File: config.mk
export PLATFORM = sky130hd
export DESIGN_NAME = bf_radix2_pipe
export DESIGN_NICKNAME = d
export VERILOG_FILES = /design/src/rtl/bf_radix2_pipe.sv
export SDC_FILE = /design/constraint.sdc
export NUM_CORES = 2
export LEC_CHECK = 0
export CAP_MARGIN = 20
export CORE_ASPECT_RATIO = 1.2
export CORE_MARGIN = 3
export CORE_UTILIZATION = 35
export DETAILED_ROUTE_END_ITERATION = 12
export SKIP_CTS_REPAIR_TIMING = 1
export SLEW_MARGIN = 20
export SYNTH_ARGS = -nofsm -noshare
export SYNTH_HDL_FRONTEND = slang
export SYNTH_SLANG_ARGS = --single-unit
export TNS_END_PERCENT = 50
File: constraint.sdc
create_clock -name clk -period 19.7 [get_ports clk]
set_clock_uncertainty 0.2 [all_clocks]
set_input_delay 3.94 -clock clk [delete_from_list [all_inputs] [get_ports clk]]
set_output_delay 3.94 -clock clk [all_outputs]
set_load 0.05 [all_outputs]
File: src/rtl/bf_radix2_pipe.sv
// Radix-2 decimation-in-frequency butterfly, three pipeline stages.
//   Y0 = A + B
//   Y1 = (A - B) * W
// Data are signed fixed point with FRAC_W fractional bits. Each output set
// carries its own scale_en / round_mode through the pipe. A single global
// advance enable stalls every stage while the output is held.
module bf_radix2_pipe #(
    parameter int DATA_W = 16,
    parameter int FRAC_W = 8
) (
    input  logic              clk,
    input  logic              rst,
    input  logic              in_valid,
    output logic              in_ready,
    input  logic [DATA_W-1:0] A_re,
    input  logic [DATA_W-1:0] A_im,
    input  logic [DATA_W-1:0] B_re,
    input  logic [DATA_W-1:0] B_im,
    input  logic [DATA_W-1:0] W_re,
    input  logic [DATA_W-1:0] W_im,
    input  logic              scale_en,
    input  logic              round_mode,
    output logic              out_valid,
    input  logic              out_ready,
    output logic [DATA_W-1:0] Y0_re,
    output logic [DATA_W-1:0] Y0_im,
    output logic [DATA_W-1:0] Y1_re,
    output logic [DATA_W-1:0] Y1_im,
    output logic              ovf,
    input  logic              ovf_clr
);

    // Sum/difference width, product width, combine width, shift-count width.
    localparam int SW  = DATA_W + 1;
    localparam int PW  = 2 * DATA_W + 2;
    localparam int CW  = 2 * DATA_W + 3;
    localparam int SHW = $clog2(DATA_W + 1);

    // Saturation bounds expressed at combine width.
    localparam logic signed [CW-1:0] SAT_MAX = {{(CW-DATA_W+1){1'b0}}, {(DATA_W-1){1'b1}}};
    localparam logic signed [CW-1:0] SAT_MIN = {{(CW-DATA_W+1){1'b1}}, {(DATA_W-1){1'b0}}};

    // Shift right by s with the selected rounding.
    //   mode 0: toward zero (floor shift, then +1 for negatives that lost bits)
    //   mode 1: half up, floor((v + 2^(s-1)) / 2^s); s = 0 passes through
    function automatic logic signed [CW-1:0] round_shift(
        input logic signed [CW-1:0] v,
        input logic [SHW-1:0]       s,
        input logic                 mode
    );
        logic signed [CW-1:0] one_v;
        logic signed [CW-1:0] mask_v;
        logic signed [CW-1:0] half_v;
        logic signed [CW-1:0] q_v;
        one_v  = {{(CW-1){1'b0}}, 1'b1};
        mask_v = (one_v <<< s) - one_v;
        half_v = '0;
        if (mode) begin
            if (s == '0) begin
                q_v = v;
            end else begin
                half_v = one_v <<< (s - SHW'(1));
                q_v    = (v + half_v) >>> s;
            end
        end else begin
            q_v = v >>> s;
            if (v[CW-1] && ((v & mask_v) != '0)) begin
                q_v = q_v + one_v;
            end
        end
        return q_v;
    endfunction

    // ------------------------------------------------------------------
    // Flow control
    // ------------------------------------------------------------------
    logic stall;
    logic adv;
    logic out_valid_q;
    logic ovf_q;
    logic ovf_d;

    assign stall    = out_valid_q & ~out_ready;
    assign adv      = ~stall;
    assign in_ready = ~stall;

    // ------------------------------------------------------------------
    // Stage registers
    // ------------------------------------------------------------------
    logic                 s1_valid_q,  s1_valid_d;
    logic signed [SW-1:0] s1_sum_re_q, s1_sum_re_d;
    logic signed [SW-1:0] s1_sum_im_q, s1_sum_im_d;
    logic signed [SW-1:0] s1_dif_re_q, s1_dif_re_d;
    logic signed [SW-1:0] s1_dif_im_q, s1_dif_im_d;
    logic [DATA_W-1:0]    s1_w_re_q,   s1_w_re_d;
    logic [DATA_W-1:0]    s1_w_im_q,   s1_w_im_d;
    logic                 s1_scale_q,  s1_scale_d;
    logic                 s1_rmode_q,  s1_rmode_d;

    logic                 s2_valid_q,  s2_valid_d;
    logic signed [SW-1:0] s2_sum_re_q, s2_sum_re_d;
    logic signed [SW-1:0] s2_sum_im_q, s2_sum_im_d;
    logic signed [PW-1:0] s2_p_rr_q,   s2_p_rr_d;
    logic signed [PW-1:0] s2_p_ii_q,   s2_p_ii_d;
    logic signed [PW-1:0] s2_p_ri_q,   s2_p_ri_d;
    logic signed [PW-1:0] s2_p_ir_q,   s2_p_ir_d;
    logic                 s2_scale_q,  s2_scale_d;
    logic                 s2_rmode_q,  s2_rmode_d;

    logic                 out_valid_d;
    logic [DATA_W-1:0]    y_q [4];
    logic [DATA_W-1:0]    y_d [4];
    logic                 lane_sat [4];
    logic                 sat_any;

    // Stage 1: widen by one bit so A+B and A-B can never wrap.
    always_comb begin
        s1_valid_d  = in_valid;
        s1_sum_re_d = $signed({A_re[DATA_W-1], A_re}) + $signed({B_re[DATA_W-1], B_re});
        s1_sum_im_d = $signed({A_im[DATA_W-1], A_im}) + $signed({B_im[DATA_W-1], B_im});
        s1_dif_re_d = $signed({A_re[DATA_W-1], A_re}) - $signed({B_re[DATA_W-1], B_re});
        s1_dif_im_d = $signed({A_im[DATA_W-1], A_im}) - $signed({B_im[DATA_W-1], B_im});
        s1_w_re_d   = W_re;
        s1_w_im_d   = W_im;
        s1_scale_d  = scale_en;
        s1_rmode_d  = round_mode;
    end

    // Stage 2: the four real partial products of (A-B)*W at full precision.
    logic signed [PW-1:0] xr_x, xi_x, wr_x, wi_x;
    always_comb begin
        xr_x        = {{(PW-SW){s1_dif_re_q[SW-1]}}, s1_dif_re_q};
        xi_x        = {{(PW-SW){s1_dif_im_q[SW-1]}}, s1_dif_im_q};
        wr_x        = {{(PW-DATA_W){s1_w_re_q[DATA_W-1]}}, s1_w_re_q};
        wi_x        = {{(PW-DATA_W){s1_w_im_q[DATA_W-1]}}, s1_w_im_q};
        s2_valid_d  = s1_valid_q;
        s2_sum_re_d = s1_sum_re_q;
        s2_sum_im_d = s1_sum_im_q;
        s2_p_rr_d   = xr_x * wr_x;
        s2_p_ii_d   = xi_x * wi_x;
        s2_p_ri_d   = xr_x * wi_x;
        s2_p_ir_d   = xi_x * wr_x;
        s2_scale_d  = s1_scale_q;
        s2_rmode_d  = s1_rmode_q;
    end

    // Stage 3 prep: combine partial products before the single rounding step.
    logic signed [CW-1:0] full_v [4];
    logic [SHW-1:0]       sh0;
    logic [SHW-1:0]       sh1;
    always_comb begin
        full_v[0] = {{(CW-SW){s2_sum_re_q[SW-1]}}, s2_sum_re_q};
        full_v[1] = {{(CW-SW){s2_sum_im_q[SW-1]}}, s2_sum_im_q};
        full_v[2] = {s2_p_rr_q[PW-1], s2_p_rr_q} - {s2_p_ii_q[PW-1], s2_p_ii_q};
        full_v[3] = {s2_p_ri_q[PW-1], s2_p_ri_q} + {s2_p_ir_q[PW-1], s2_p_ir_q};
        sh0       = {{(SHW-1){1'b0}}, s2_scale_q};
        sh1       = SHW'(FRAC_W) + sh0;
    end

    // Lanes 0/1 are Y0 (shift by scale only), lanes 2/3 are Y1 (also drop FRAC_W).
    genvar gi;
    generate
        for (gi = 0; gi < 4; gi++) begin : g_lane
            localparam bit IS_Y1 = (gi >= 2);
            logic [SHW-1:0]       lane_sh;
            logic signed [CW-1:0] lane_rnd;
            logic [DATA_W-1:0]    lane_y;
            logic                 lane_s;

            // Round, then clamp into the output range.
            always_comb begin
                lane_sh  = IS_Y1 ? sh1 : sh0;
                lane_rnd = round_shift(full_v[gi], lane_sh, s2_rmode_q);
                lane_s   = 1'b0;
                lane_y   = lane_rnd[DATA_W-1:0];
                if (lane_rnd > SAT_MAX) begin
                    lane_y = SAT_MAX[DATA_W-1:0];
                    lane_s = 1'b1;
                end else if (lane_rnd < SAT_MIN) begin
                    lane_y = SAT_MIN[DATA_W-1:0];
                    lane_s = 1'b1;
                end
            end

            assign y_d[gi]      = lane_y;
            assign lane_sat[gi] = lane_s;
        end
    endgenerate

    assign sat_any     = lane_sat[0] | lane_sat[1] | lane_sat[2] | lane_sat[3];
    assign out_valid_d = s2_valid_q;

    // Sticky flag: a saturating set loaded into the output wins over a clear.
    assign ovf_d = (ovf_q & ~ovf_clr) | (adv & s2_valid_q & sat_any);

    // Pipeline registers: everything advances together or holds together.
    always_ff @(posedge clk or posedge rst) begin
        if (rst) begin
            s1_valid_q  <= 1'b0;
            s1_sum_re_q <= '0;
            s1_sum_im_q <= '0;
            s1_dif_re_q <= '0;
            s1_dif_im_q <= '0;
            s1_w_re_q   <= '0;
            s1_w_im_q   <= '0;
            s1_scale_q  <= 1'b0;
            s1_rmode_q  <= 1'b0;
            s2_valid_q  <= 1'b0;
            s2_sum_re_q <= '0;
            s2_sum_im_q <= '0;
            s2_p_rr_q   <= '0;
            s2_p_ii_q   <= '0;
            s2_p_ri_q   <= '0;
            s2_p_ir_q   <= '0;
            s2_scale_q  <= 1'b0;
            s2_rmode_q  <= 1'b0;
            out_valid_q <= 1'b0;
            for (int i = 0; i < 4; i++) begin
                y_q[i] <= '0;
            end
        end else if (adv) begin
            s1_valid_q  <= s1_valid_d;
            s1_sum_re_q <= s1_sum_re_d;
            s1_sum_im_q <= s1_sum_im_d;
            s1_dif_re_q <= s1_dif_re_d;
            s1_dif_im_q <= s1_dif_im_d;
            s1_w_re_q   <= s1_w_re_d;
            s1_w_im_q   <= s1_w_im_d;
            s1_scale_q  <= s1_scale_d;
            s1_rmode_q  <= s1_rmode_d;
            s2_valid_q  <= s2_valid_d;
            s2_sum_re_q <= s2_sum_re_d;
            s2_sum_im_q <= s2_sum_im_d;
            s2_p_rr_q   <= s2_p_rr_d;
            s2_p_ii_q   <= s2_p_ii_d;
            s2_p_ri_q   <= s2_p_ri_d;
            s2_p_ir_q   <= s2_p_ir_d;
            s2_scale_q  <= s2_scale_d;
            s2_rmode_q  <= s2_rmode_d;
            out_valid_q <= out_valid_d;
            for (int i = 0; i < 4; i++) begin
                y_q[i] <= y_d[i];
            end
        end
    end

    // Overflow flag register; clear works even while stalled.
    always_ff @(posedge clk or posedge rst) begin
        if (rst) begin
            ovf_q <= 1'b0;
        end else begin
            ovf_q <= ovf_d;
        end
    end

    assign out_valid = out_valid_q;
    assign ovf       = ovf_q;
    assign Y0_re     = y_q[0];
    assign Y0_im     = y_q[1];
    assign Y1_re     = y_q[2];
    assign Y1_im     = y_q[3];

endmodule

==> impl_metrics.json <==
{
  "final_common_cell": "inv_1",
  "status": "finished clean",
  "io_buffer_count": 169,
  "worstSetupPathType": "in2out",
  "required_ns": 15.56,
  "critPathMaxFanout": 118,
  "grt_overflow": 0,
  "htree_num_levels": 2,
  "end_kind": "output port",
  "avgSynthCellArea_sq_um": 8.40,
  "dieWidth_um": 408,
  "final-seq-area_sq_um": 8430,
  "synth-warning-count": 0,
  "clk_pin_slew_worst_paths_ns": 0.06,
  "vias": 55500,
  "fin_setup_tns_ns": 0,
  "cts-root-buf": "clkbuf_16",
  "synth_area_sq_um": 67800,
  "synthDistinctLibCells": 106,
  "numCtsBuffers": 44,
  "wire_per_inst_um": 19.3,
  "yosys_most_used_dff": "dfrtp_1",
  "dieArea_sq_um": 199000,
  "synth_edf_count": 0,
  "hold_viol": 0,
  "drc": 0,
  "hp-class": "reg2reg",
  "clk_latency_ns": 0.66,
  "arrival_ns": 6.03,
  "period_share": 0.516,
  "clk_path_buf_depth": 3,
  "rsz0062_at_grt": "no",
  "multiInputGateArea_sq_um": 52700,
  "max-slew-margin-rel": 0.247,
  "viasPerCell": 5.26,
  "fmax_mhz": 98.3,
  "wirelength_mm": 204,
  "post-route-min-period_ns": 10.17,
  "area_delta_synth_final_pct": 8.28,
  "gp_congestion": 0.900,
  "syn_nets": 9766,
  "syn_inst": 8069,
  "ys_seq_area_frac": 0.124,
  "fillers": 19700,
  "timing.max_cap.violations": 0,
  "final_layout_size_suffix_gt1_frac": 0.0346,
  "initial_core_util": 0.353,
  "startpoint_type": "input port",
  "rows": 176,
  "cts_tree": "done",
  "drtAntennaViolNets": 0,
  "grt_pass1_vias": 56600,
  "worst_pin_slew_ns": 1.12,
  "drt_first_pass_iters": 6,
  "core_area_sq_um": 192000,
  "hpwl_mm": 156,
  "clock-sinks": 336,
  "layout_common_cells": "inv_1 (1328), nand2_1 (1213), fa_1 (1112)",
  "antenna_found_initial": 10,
  "drt_iter0_drc": 3717,
  "ys_seq_elements": 336,
  "die_y_um": 488,
  "drv_slew": 0,
  "setup_viol": 0,
  "grt.total_usage": 0.205,
  "ys_async_sr_fraction": 1.00,
  "nets": 9629,
  "ios": 170,
  "grt_max_degree": 180,
  "grt_pass1_wl_mm": 324
}
## worst max-delay path: stages
cell             delay [ns]
clkdlybuf4s50_1        0.50
nor2b_4                0.07
inv_8                  0.51
clkdlybuf4s50_1        0.94
## cell families after synthesis
| logic type | share of synthesized area |
|---|---|
| flip-flops | 0.124 |
| AO/OA/AOI/OAI | 0.123 |
| XOR/XNOR | 0.0389 |
| buffers and inverters | 0.0989 |
| adder cells (fa/ha/maj) | 0.417 |
| AND/OR/NAND/NOR | 0.188 |
| multiplexers | 0.00943 |
## final cells by class
| cell class | count | share of cell area |
|---|---|---|
| sequential | 336 | 0.115 |
| multi-input combinational | 5956 | 0.718 |
| timing repair buffer | 262 | 0.0329 |
| inverter | 1332 | 0.0684 |
| clock inverter | 29 | 0.00571 |
| antenna | 6 | 0.000205 |
| clock buffer | 53 | 0.0159 |
| tap | 2581 | 0.0440 |
## per-stage QoR
stage	cells	utilization	setup WS, ns	hold WS (ns)	instance area [sq um]
3_5_place_dp	10500	0.374	9.50	0.256	71800
2_1_floorplan	8069	-	6.25	0.239	67800
5_1_grt	10600	0.382	9.42	0.298	73400
3_3_place_gp	10500	0.374	9.50	0.251	71800
4_1_cts	10500	0.382	9.49	0.270	73400
6_report	10600	0.382	9.53	0.266	73400
## sequential cells by signal, indices dropped and copies added (netlist names), 16 cells and up
name,cells
s2_p_ii_q,33
s2_p_ir_q,33
s2_p_ri_q,33
s2_p_rr_q,33
s1_sum_im_q,17
s1_sum_re_q,17
s2_sum_im_q,17
s2_sum_re_q,17
Y0_im,16
Y0_re,16
Y1_im,16
Y1_re,16
s1_dif_im_q,16
s1_dif_re_q,16
s1_w_im_q,16
s1_w_re_q,16
## cell usage after synthesis, drive strengths merged (12+ instances only)
cell type / count / share of area
o21ai: 318 / 0.024
dfrtp: 336 / 0.12
buf: 38 / 0.0026
a21o: 59 / 0.0066
a31oi: 47 / 0.0044
nor2b: 36 / 0.0033
or2: 26 / 0.0024
or3: 33 / 0.0031
o211ai: 40 / 0.0044
nor4: 36 / 0.0035
inv: 1332 / 0.074
a21boi: 18 / 0.0020
fa: 1112 / 0.33
nor3: 117 / 0.0087
xnor2: 200 / 0.026
o21bai: 31 / 0.0034
and2: 435 / 0.040
a211oi: 60 / 0.0069
o2111ai: 13 / 0.0018
or4: 17 / 0.0020
mux2i: 38 / 0.0056
clkbuf: 407 / 0.023
nor2: 428 / 0.024
o31ai: 54 / 0.0061
nand3: 112 / 0.0085
xor2: 100 / 0.013
and4: 13 / 0.0017
nand4: 56 / 0.0052
o22a: 16 / 0.0021
ha: 482 / 0.089
o21a: 37 / 0.0041
nand2: 1213 / 0.067
a2111oi: 15 / 0.0022
nand2b: 95 / 0.0088
and3: 55 / 0.0051
mux2: 15 / 0.0025
a211o: 25 / 0.0032
a21oi: 385 / 0.029
nor3b: 17 / 0.0019
o31a: 12 / 0.0016
o22ai: 15 / 0.0014
## worst paths after layout
check,from,end,slack (ns),depth (start not counted)
worst max-delay path,out_ready,in_ready,9.53,4
worst min-delay path,s1_w_re_q[8]$_DFFE_PP0N_,s1_w_re_q[8]$_DFFE_PP0N_,0.27,2
worst max register to register,s1_dif_im_q[10]$_DFFE_PP0N_,s2_p_ii_q[32]$_DFFE_PP0N_,11.17,25
worst min register to register,s1_w_re_q[8]$_DFFE_PP0N_,s1_w_re_q[8]$_DFFE_PP0N_,0.27,2
max in group asynchronous,rst,s1_dif_im_q[8]$_DFFE_PP0N_,13.60,4
min in group asynchronous,rst,Y1_im[1]$_DFFE_PP0N_,3.55,2
## layer usage
layer  vias to the layer above  part of all wire  global-route usage
li1                      25400                 -                   -
met1                     28200              0.42               0.272
met2                      1628              0.47               0.340
met3                       311             0.057              0.0262
met4                         8             0.044              0.0804
met5                         -           0.00023                   0
Power is not shown: default switching activity piles up to over one toggle a cycle in this logic, so the estimate is an artifact.
